===== src/rtl/mem_pkg.sv =====
// Shared types and helpers for the dual-port memory.
// Byte-lane merge is width-generic via a wide carrier vector.
package mem_pkg;

  typedef enum logic {
    RDW_READ_FIRST,
    RDW_WRITE_FIRST
  } rdw_mode_e;

  typedef enum logic {
    CLEAR,
    READY
  } clr_state_e;

  localparam int unsigned MAX_W  = 256;
  localparam int unsigned MAX_IW = $clog2(MAX_W);

  // Bit i takes new_w when the lane holding it is enabled.
  function automatic logic [MAX_W-1:0] be_merge(
    input logic [MAX_W-1:0] old_w,
    input logic [MAX_W-1:0] new_w,
    input logic [MAX_W-1:0] be,
    input int unsigned      lane_w
  );
    logic [MAX_W-1:0] r;
    r = old_w;
    for (int unsigned i = 0; i < MAX_W; i++) begin
      if (be[MAX_IW'(i / lane_w)]) begin
        r[MAX_IW'(i)] = new_w[MAX_IW'(i)];
      end
    end
    return r;
  endfunction

endpackage


===== src/rtl/mem_clear_seq.sv =====
// Post-reset clear sequencer for memory_dp.
// Sweeps every address once, then parks in READY.
module mem_clear_seq
  import mem_pkg::*;
#(
  parameter int unsigned LENGTH         = 256,
  parameter int unsigned ADDR_WIDTH     = 8,
  parameter bit          CLEAR_ON_RESET = 1'b1
) (
  input  logic                  clk,
  input  logic                  rst_n,
  output logic                  busy,
  output logic                  clr_we,
  output logic [ADDR_WIDTH-1:0] clr_addr
);

  localparam logic [ADDR_WIDTH-1:0] LAST =
    ADDR_WIDTH'(LENGTH - 1);

  clr_state_e            state_q, state_d;
  logic [ADDR_WIDTH-1:0] cnt_q, cnt_d;

  // State and sweep counter; a reset restarts the sweep at 0.
  always_ff @(posedge clk or negedge rst_n) begin
    if (!rst_n) begin
      if (CLEAR_ON_RESET) state_q <= CLEAR;
      else                state_q <= READY;
      cnt_q <= '0;
    end else begin
      state_q <= state_d;
      cnt_q   <= cnt_d;
    end
  end

  // One zero write per edge until the last address is written.
  always_comb begin
    state_d = state_q;
    cnt_d   = cnt_q;
    clr_we  = 1'b0;
    unique case (state_q)
      CLEAR: begin
        clr_we = 1'b1;
        cnt_d  = cnt_q + ADDR_WIDTH'(1);
        if (cnt_q == LAST) state_d = READY;
      end
      READY: begin
      end
      default: begin
      end
    endcase
  end

  assign busy     = (state_q == CLEAR);
  assign clr_addr = cnt_q;

endmodule


===== src/rtl/memory_dp.sv =====
// Dual-port RAM: port A read/write with byte lanes,
// port B read-only, registered reads, clear-on-reset.
module memory_dp
  import mem_pkg::*;
#(
  parameter int unsigned WIDTH          = 8,
  parameter int unsigned LENGTH         = 256,
  parameter int unsigned ADDR_WIDTH     = $clog2(LENGTH),
  parameter int unsigned BYTE_W         = 8,
  parameter rdw_mode_e   RDW_MODE       = RDW_READ_FIRST,
  parameter bit          CLEAR_ON_RESET = 1'b1,
  localparam int unsigned NBE           = WIDTH / BYTE_W
) (
  input  logic                  clk,
  input  logic                  rst_n,
  output logic                  busy,
  input  logic                  a_en,
  input  logic                  a_we,
  input  logic [NBE-1:0]        a_be,
  input  logic [ADDR_WIDTH-1:0] a_addr,
  input  logic [WIDTH-1:0]      a_wd,
  output logic [WIDTH-1:0]      a_rd,
  output logic                  a_rvalid,
  input  logic                  b_en,
  input  logic [ADDR_WIDTH-1:0] b_addr,
  output logic [WIDTH-1:0]      b_rd,
  output logic                  b_rvalid
);

  localparam logic [ADDR_WIDTH:0] LEN =
    (ADDR_WIDTH + 1)'(LENGTH);
  localparam bit WF = (RDW_MODE == RDW_WRITE_FIRST);

  logic [WIDTH-1:0] mem [LENGTH];

  logic                  clr_we;
  logic [ADDR_WIDTH-1:0] clr_addr;

  logic                  a_acc, b_acc;
  logic                  a_inr, b_inr, a_wr;
  logic                  we;
  logic [ADDR_WIDTH-1:0] waddr;
  logic [WIDTH-1:0]      wdata, a_merged;
  logic [WIDTH-1:0]      a_old, b_old, a_val, b_val;

  logic [WIDTH-1:0] a_rd_q, a_rd_d, b_rd_q, b_rd_d;
  logic             a_rv_q, a_rv_d, b_rv_q, b_rv_d;

  mem_clear_seq #(
    .LENGTH         (LENGTH),
    .ADDR_WIDTH     (ADDR_WIDTH),
    .CLEAR_ON_RESET (CLEAR_ON_RESET)
  ) u_clr (
    .clk      (clk),
    .rst_n    (rst_n),
    .busy     (busy),
    .clr_we   (clr_we),
    .clr_addr (clr_addr)
  );

  // Port decode, write-port mux and read data selection.
  always_comb begin
    a_acc = a_en & ~busy;
    b_acc = b_en & ~busy;
    a_inr = {1'b0, a_addr} < LEN;
    b_inr = {1'b0, b_addr} < LEN;
    a_wr  = a_acc & a_we & a_inr;
    a_old = a_inr ? mem[a_addr] : '0;
    b_old = b_inr ? mem[b_addr] : '0;
    a_merged = WIDTH'(be_merge(MAX_W'(a_old),
                               MAX_W'(a_wd),
                               MAX_W'(a_be),
                               BYTE_W));
    we    = clr_we | a_wr;
    waddr = clr_we ? clr_addr : a_addr;
    wdata = clr_we ? '0 : a_merged;
    a_val = (WF && a_wr) ? a_merged : a_old;
    b_val = b_old;
    if (WF && a_wr && (a_addr == b_addr)) b_val = a_merged;
    a_rd_d = a_acc ? a_val : a_rd_q;
    b_rd_d = b_acc ? b_val : b_rd_q;
    a_rv_d = a_acc;
    b_rv_d = b_acc;
  end

  // Array write port; contents are cleared by the sweep, not reset.
  always_ff @(posedge clk) begin
    if (we) mem[waddr] <= wdata;
  end

  // Registered read data and valid strobes.
  always_ff @(posedge clk or negedge rst_n) begin
    if (!rst_n) begin
      a_rd_q <= '0;
      b_rd_q <= '0;
      a_rv_q <= 1'b0;
      b_rv_q <= 1'b0;
    end else begin
      a_rd_q <= a_rd_d;
      b_rd_q <= b_rd_d;
      a_rv_q <= a_rv_d;
      b_rv_q <= b_rv_d;
    end
  end

  assign a_rd     = a_rd_q;
  assign b_rd     = b_rd_q;
  assign a_rvalid = a_rv_q;
  assign b_rvalid = b_rv_q;

endmodule


===== config.mk =====
export PLATFORM = sky130hd
export DESIGN_NAME = memory_dp
export DESIGN_NICKNAME = d
export VERILOG_FILES = /design/src/rtl/mem_pkg.sv /design/src/rtl/mem_clear_seq.sv /design/src/rtl/memory_dp.sv
export SDC_FILE = /design/constraint.sdc
export NUM_CORES = 2
export LEC_CHECK = 0
export CORE_MARGIN = 3
export CORE_UTILIZATION = 60
export DETAILED_ROUTE_END_ITERATION = 10
export PLACE_DENSITY = 0.72
export SLEW_MARGIN = 15
export SYNTH_ARGS = -nofsm -noshare
export SYNTH_HDL_FRONTEND = slang
export SYNTH_SLANG_ARGS = --single-unit

===== constraint.sdc =====
create_clock -name clk -period 25.8 [get_ports clk]
set_input_delay 2.58 -clock clk [delete_from_list [all_inputs] [get_ports clk]]
set_output_delay 2.58 -clock clk [all_outputs]
set_load 0.01 [all_outputs]

Word-level counts from Yosys, hierarchy flattened
Memory sizes are Yosys's and may differ from the RTL's. A register that Yosys moved wholly into a read port is not among the register bits.
Cells that the tools add are included.
{"block": "word_totals", "reg_bits": 19, "latchBits": 0, "ramBits": 2048, "romBits": 0, "in_bits": 30, "out_inout_bits": 19, "wordCells": 29, "n_memories": 1}
{"block": "op_classes", "n_addsub": 1, "n_mul": 0, "div": 0, "order_cmp": 0, "eq_ne": 1, "shifts": 0, "muxes": 15, "bitwise_logic": 5, "n_reduce_logical": 1}
{"memory": "mem", "depth": 256, "word_bits": 8, "read_ports": 2, "rd_clocked_by_memory_dff": 1, "wr": 1, "line_no": "memory_dp.sv:34", "source": "logic [WIDTH-1:0] mem [LENGTH];"}
{"operator": "2-to-1 mux 8 bit", "count": 2}
{"operator": "2-to-1 mux 1 bit", "count": 13}
{"operator": "adder 8 x 1 -> 8 bit, second input constant", "count": 1}
{"operator": "== test 8 bit, second input constant", "count": 1}
{"operator": "bitwise AND 1 bit", "count": 3}
{"operator": "zero test 1 bit", "count": 1}
{"operator": "inverter 1 bit", "count": 1}
{"operator": "bitwise OR 1 bit", "count": 1}

Longest topological paths before layout
{"block": "logic_depth", "word_depth": 5, "mapped_depth": 12, "mapped_depth_nobuf": 7}

Cells and area by module
From an unflattened synthesis, not the netlist that was laid out.
{"block": "unflattened", "hier_cells": 4817, "hier_area_um2": 96563.9}
{"mod": "memory_dp", "n_inst": 1, "cells_each": 4786, "area_per_inst_um2": 96168.5, "seq_area_each_um2": 61949.4}
{"mod": "mem_clear_seq", "n_inst": 1, "cells_each": 31, "area_per_inst_um2": 395.4, "seq_area_each_um2": 225.2}

Least setup slack after synthesis
No wires, ideal clock.
{"block": "synth_timing", "path_type": "input port to flip-flop", "startpoint": "in a_addr[0]", "endpoint": "mem mem[0][1] (data pin)", "setup_time_ps": 2959, "arrival_time_ps": 18610, "t_required_ps": 22841, "slack_ps": 4230, "stages": 10, "path_buffers": 6, "cell_sequence": "buf_4 -> buf_4 -> buf_4 -> buf_2 -> buf_4 -> buf_2 -> a2111oi_0 -> o41ai_1 -> a31oi_1 -> o41ai_1"}
{"block": "synth_between", "elab_chain_cells": 3}
{"element": "from (decl)", "line_no": "memory_dp.sv:20", "source": "input logic [ADDR_WIDTH-1:0] a_addr,"}
{"element": "memory (256 x 8 bit)"}
{"element": "2-to-1 mux 1 bit", "line_no": "mem_pkg.sv:28", "source": "if (be[MAX_IW'(i / lane_w)]) begin"}
{"element": "2-to-1 mux 8 bit", "line_no": "memory_dp.sv:76", "source": "wdata = clr_we ? '0 : a_merged;"}
{"element": "net wdata[1]", "line_no": "memory_dp.sv:43", "source": "logic [WIDTH-1:0] wdata, a_merged;"}
{"element": "to (decl)", "line_no": "memory_dp.sv:34"}
The timed path passes the listed nets, and every way through them passes these cells.

Worst setup path after layout
{"block": "layout_timing", "startpoint": "in a_addr[0]", "endpoint": "mem mem[222][5] (data pin)"}
Same word-level chain as after synthesis.

==> results.rst <==
.. list-table::
   :header-rows: 1

   * - Metric
     - Value
   * - Slack of the worst reg-to-reg path
     - a little over 20 ns
   * - Standard cell core area
     - 159000 um^2
   * - Synthesized cell area
     - around 97000 um^2
   * - Port-buffer cells
     - 48
   * - Total chip power
     - 7.06 mW
   * - Data required time at the worst endpoint
     - ~26 ns
   * - Clock input transition at the sequential cells of the worst setup and hold paths
     - 0.06 ns
   * - Cells after synthesis
     - 4810
   * - Aggregate routed wire length
     - 301000 um
   * - Number of flops mapped to enable cells by yosys
     - around 2.0k
   * - Kind of cell adding the most delay to the critical path
     - buffers and inverters
   * - Classification of the worst-slack hold path
     - flop to flop
   * - Combinational family with the most area after synthesis
     - multiplexers
   * - Remaining global-route overflow
     - 0
   * - Placement-stage worst setup slack
     - 15.46 ns
   * - CTS tree
     - yes
   * - Post-synth net total
     - roughly 4.8k
   * - Placement Rows
     - approximately 150
   * - Number of buffers inserted during clock tree synthesis
     - roughly 210
   * - Hold Vio Cnt, Final
     - 0
   * - Detailed Place HPWL
     - between 150000 and 200000 um
   * - Overall fraction of global-route tracks in use
     - 0.371
   * - XOR/XNOR share of the synthesized area
     - 0.000635
   * - Highest achievable clock rate
     - ~100 MHz
   * - Static Leakage
     - roughly 34 nW
   * - H-tree levels
     - 4
   * - Sum of buffers and inverters on the critical path
     - 6
   * - Power density normalized to cell area
     - 66.6 nW/um^2
   * - Crit-path slowest cell
     - sky130_fd_sc_hd__o21ai_0
   * - Maximum single-stage delay on the critical path
     - a little over 0.9 ns
   * - Max-cap violation count
     - 0
   * - Post-route clock skew
     - 0.0346 ns
   * - Slew @ Worst Pin
     - around 1.4 ns
   * - Fraction of the core area covered by cells at the end of the flow
     - 0.666
   * - Cell-by-cell listing of the critical path
     - buf_8 -> buf_12 -> buf_4 -> buf_4 -> mux4_2 -> nand2_1 -> a31oi_1 -> o21ai_0 -> o21ai_0 -> a32o_4 -> buf_4 -> buf_4
   * - Area share of the largest cell type after synthesis
     - 0.637
   * - Timing endpoint of the critical path
     - mem[222][5]$_DFFE_PP_
   * - Final weighted congestion of routability-driven global placement
     - between 0.9 and 1
   * - Maximum number of pins on one net before global-route repair
     - around 260
   * - Root buffer cell
     - sky130_fd_sc_hd__clkbuf_16
   * - DR WL/cell
     - 42.0 um
   * - Compound-Gate Fraction of Synth Area
     - 0.0310
   * - Initial core utilization
     - 0.607
   * - Largest cells by area after synthesis
     - sky130_fd_sc_hd__edfxtp_1, sky130_fd_sc_hd__mux4_2, sky130_fd_sc_hd__nor2_1, sky130_fd_sc_hd__mux2i_1, sky130_fd_sc_hd__a22oi_1
   * - Largest fanout of any net on the critical path
     - approximately 110
   * - Max-slew violation count
     - 0
   * - Post-CTS setup-driven buffer insertion count
     - 0
   * - Number of antenna violations at the first check in global routing
     - 13
   * - Post-synthesis mux area share
     - 0.276
   * - Number of global-route vias before repair
     - between 50k and 60k
   * - Mean post-synth cell area
     - ~20 um^2
   * - Setup crit start
     - a_addr[0]
   * - Launch instance of the worst register-to-register path
     - mem[241][5]$_DFFE_PP_
   * - Arithmetic-cell share of the synthesized area counting full adders, half adders and majority gates
     - 0.000130
   * - Count of warnings emitted by yosys
     - 0
   * - Final-stage net count
     - 4867
   * - Part of the Yosys area used for sequential elements
     - 0.644
   * - Peak supply drop
     - between 0.00008 and 0.00009 V
   * - Flip-flop and latch count after synthesis
     - roughly 2.1k
   * - Post-synthesis share of cell area spent on and, or, nand and nor gates
     - 0.0289
   * - Critical path's most frequent cell
     - sky130_fd_sc_hd__buf_4
   * - Worst Slack Setup Final
     - 15.92 ns
   * - Via Count
     - about 55k
   * - Die Outline Area
     - between 150000 and 200000 um^2
   * - Sink count of the clock tree
     - slightly above 2k
   * - Path type of the worst setup path
     - input port to flop
   * - Worst slew margin relative to its limit
     - 0.0652
   * - Starting DRT DRC Count
     - 9984
   * - Startpoint type of the worst setup path
     - input port
   * - Number of fillers in the final layout
     - 10.2k
   * - Chip Width
     - between 400 and 500 um
   * - Number of hold buffers added after CTS
     - 0
   * - Max Buffers Root-to-Sink
     - 3
   * - Outcome
     - finished clean
   * - Worst r2r path cells
     - 9
   * - Finish-stage setup viols
     - 0
   * - Depth of the critical timing path with buffers and inverters included
     - 12
   * - Total Negative Setup Slacks
     - 0 ns
   * - Layout Cell Area excl Fill
     - 106000 um^2
   * - Post-detailed-route DRC marker count
     - 0
   * - Number of optimization iterations in the first detailed-route pass
     - 8
   * - Instance area at placement
     - approximately 99000 um^2
   * - Number of distinct library cells after synthesis
     - between 60 and 70
   * - Final ANT Viol Nets
     - 0
   * - Largest area contributor in the synthesized netlist
     - sky130_fd_sc_hd__edfxtp_1
   * - Critical Path End Type
     - flop
   * - Resized cells post-CTS
     - 0
   * - Terminus of the critical flop-to-flop path
     - mem[222][5]$_DFFE_PP_
   * - IO Pins
     - 49
   * - Unrepaired setup endpoints after global routing
     - false
   * - Arrival @ worst endpoint
     - approximately 10 ns
   * - Crit share post-route
     - 0.383
   * - Layout cells sized above 1
     - 0.332
   * - Die Y
     - just over 400 um
   * - Ys async rst share
     - 0.0130
   * - Insertion delay of the later-clocked pin in the worst-skew pair
     - around 0.86 ns
   * - Average vias per placed instance
     - ~7.7
   * - Syn-to-layout area delta
     - 9.78%
   * - Final period demand of the worst path
     - just under 10 ns
   * - Top flip-flop cell by instance count after synthesis
     - sky130_fd_sc_hd__edfxtp_1
   * - Global-route wire length before repair
     - around 420000 um
[kinds of logic (layout without fill, tap and decap cells)]
kind of cell	count (synthesis)	in the layout
flops	2075	2075
mux	1270	1270
simple gates	630	630
compound gates	434	434
buf+inv	393	587
xor+xnor	7	7
fa+ha+maj	1	1
other cells	0	7
[state kept, by name, summed over array words and instances (netlist names)]
| register | count |
|---|---|
| b_rd | 8 |
| a_rvalid | 1 |
| a_rd | 8 |
| u_clr.state_q | 1 |
| mem | 2048 |
| u_clr.clr_addr | 8 |
| b_rvalid | 1 |
[report_power, final]
| part | internal [mW] | leakage (nW) | switching, mW | total, mW |
|---|---|---|---|---|
| clock | 1.69 | 3.24 | 1.31 | 3.00 |
| combinational | 0.158 | 10.4 | 0.250 | 0.407 |
| sequential | 3.64 | 20.9 | 0 | 3.64 |
| total | 5.49 | 34.5 | 1.56 | 7.06 |
[worst min-delay path by stage]
| stage | start | to | slack, ns | cells after the start |
|---|---|---|---|---|
| 2_1_floorplan | u_clr.clr_addr[0]$_DFFE_PN0N_ | u_clr.clr_addr[0]$_DFFE_PN0N_ | 0.47 | 1 |
| 3_3_place_gp | a_rd[3]$_DFFE_PN0P_ | a_rd[3]$_DFFE_PN0P_ | 0.46 | 2 |
| 3_5_place_dp | a_rd[2]$_DFFE_PN0P_ | a_rd[2]$_DFFE_PN0P_ | 0.47 | 2 |
| 4_1_cts | a_rd[2]$_DFFE_PN0P_ | a_rd[2]$_DFFE_PN0P_ | 0.49 | 2 |
| 5_1_grt | a_rd[2]$_DFFE_PN0P_ | a_rd[2]$_DFFE_PN0P_ | 0.50 | 2 |
| 6_report | a_rd[2]$_DFFE_PN0P_ | a_rd[2]$_DFFE_PN0P_ | 0.49 | 2 |
[worst register-to-register path: cells and delay by family, from the launching register on]
family	cells	cell delay [ns]
AO/OA/AOI/OAI	5	2.33
flip-flops	1	0.37
buffers and inverters	3	2.06
multiplexers	1	0.27
[Yosys cell counts (8+ instances only)]
library cell / n
sky130_fd_sc_hd__buf_1: 47
sky130_fd_sc_hd__and2_1: 10
sky130_fd_sc_hd__nand2_1: 134
sky130_fd_sc_hd__a22oi_1: 120
sky130_fd_sc_hd__nand3_1: 21
sky130_fd_sc_hd__o21ai_0: 56
sky130_fd_sc_hd__a21oi_1: 67
sky130_fd_sc_hd__a22o_1: 11
sky130_fd_sc_hd__nor4_1: 11
sky130_fd_sc_hd__nor2b_1: 27
sky130_fd_sc_hd__a211oi_1: 11
sky130_fd_sc_hd__o22ai_1: 64
sky130_fd_sc_hd__nor2_1: 317
sky130_fd_sc_hd__buf_2: 121
sky130_fd_sc_hd__dfrtp_1: 27
sky130_fd_sc_hd__or2_2: 8
sky130_fd_sc_hd__mux2_2: 57
sky130_fd_sc_hd__and4_1: 8
sky130_fd_sc_hd__a221oi_1: 21
sky130_fd_sc_hd__o31ai_1: 9
sky130_fd_sc_hd__buf_4: 41
sky130_fd_sc_hd__mux4_2: 1108
sky130_fd_sc_hd__or3_1: 8
sky130_fd_sc_hd__mux2i_1: 105
sky130_fd_sc_hd__nor3_1: 38
sky130_fd_sc_hd__clkbuf_1: 167
sky130_fd_sc_hd__o221ai_1: 14
sky130_fd_sc_hd__nand2b_1: 17
sky130_fd_sc_hd__edfxtp_1: 2048
sky130_fd_sc_hd__and3_1: 10
sky130_fd_sc_hd__a31oi_1: 10
[area by class of cell]
cell class	instances	area, um^2	share of cell area
tap	2146	2690	0.0253
clock inverter	130	1260	0.0119
multi-input combinational	2342	32700	0.308
antenna	7	17.5	0.000165
clock buffer	248	5400	0.0510
inverter	10	37.5	0.000354
timing repair buffer	199	1710	0.0162
sequential	2075	62200	0.587
[per-stage QoR]
step                      hold WS (ns)  cells
after floorplan                  0.466   4810
after global placement           0.458   6770
after detailed placement         0.469   6772
after CTS                        0.490   7150
after global routing             0.501   7150
final                            0.488   7157
[layer usage]
metal	wire length (um)	global-route usage	share of wire
met1	102000	0.504	0.34
met2	137000	0.550	0.46
met3	43000	0.121	0.14
met4	18400	0.182	0.061
met5	84	0.00119	0.00028
[layout by cell type (no fill, tap or decap), drive strengths merged, types with 7 or more instances in the layout]
master and instances:
mux4 1108, diode 7, o21ai 59, clkinvlp 8, nand3 21, a22o 11
edfxtp 2048, clkbuf 249, a211oi 11, o31ai 9, a221oi 21, and2 12
a22oi 120, buf 160, nand2b 17, a21oi 67, nor4 11, clkinv 95
inv 17, mux2i 105, mux2 57, nor2b 27, o22ai 64, a31oi 10
dfrtp 27, nor3 38, o221ai 14, nor2 317, and4 8, and3 10
or3 8, or2 8, nand2 134, clkdlybuf4s50 38, bufinv 20
No activity file was read; power rests on OpenSTA's default activity.
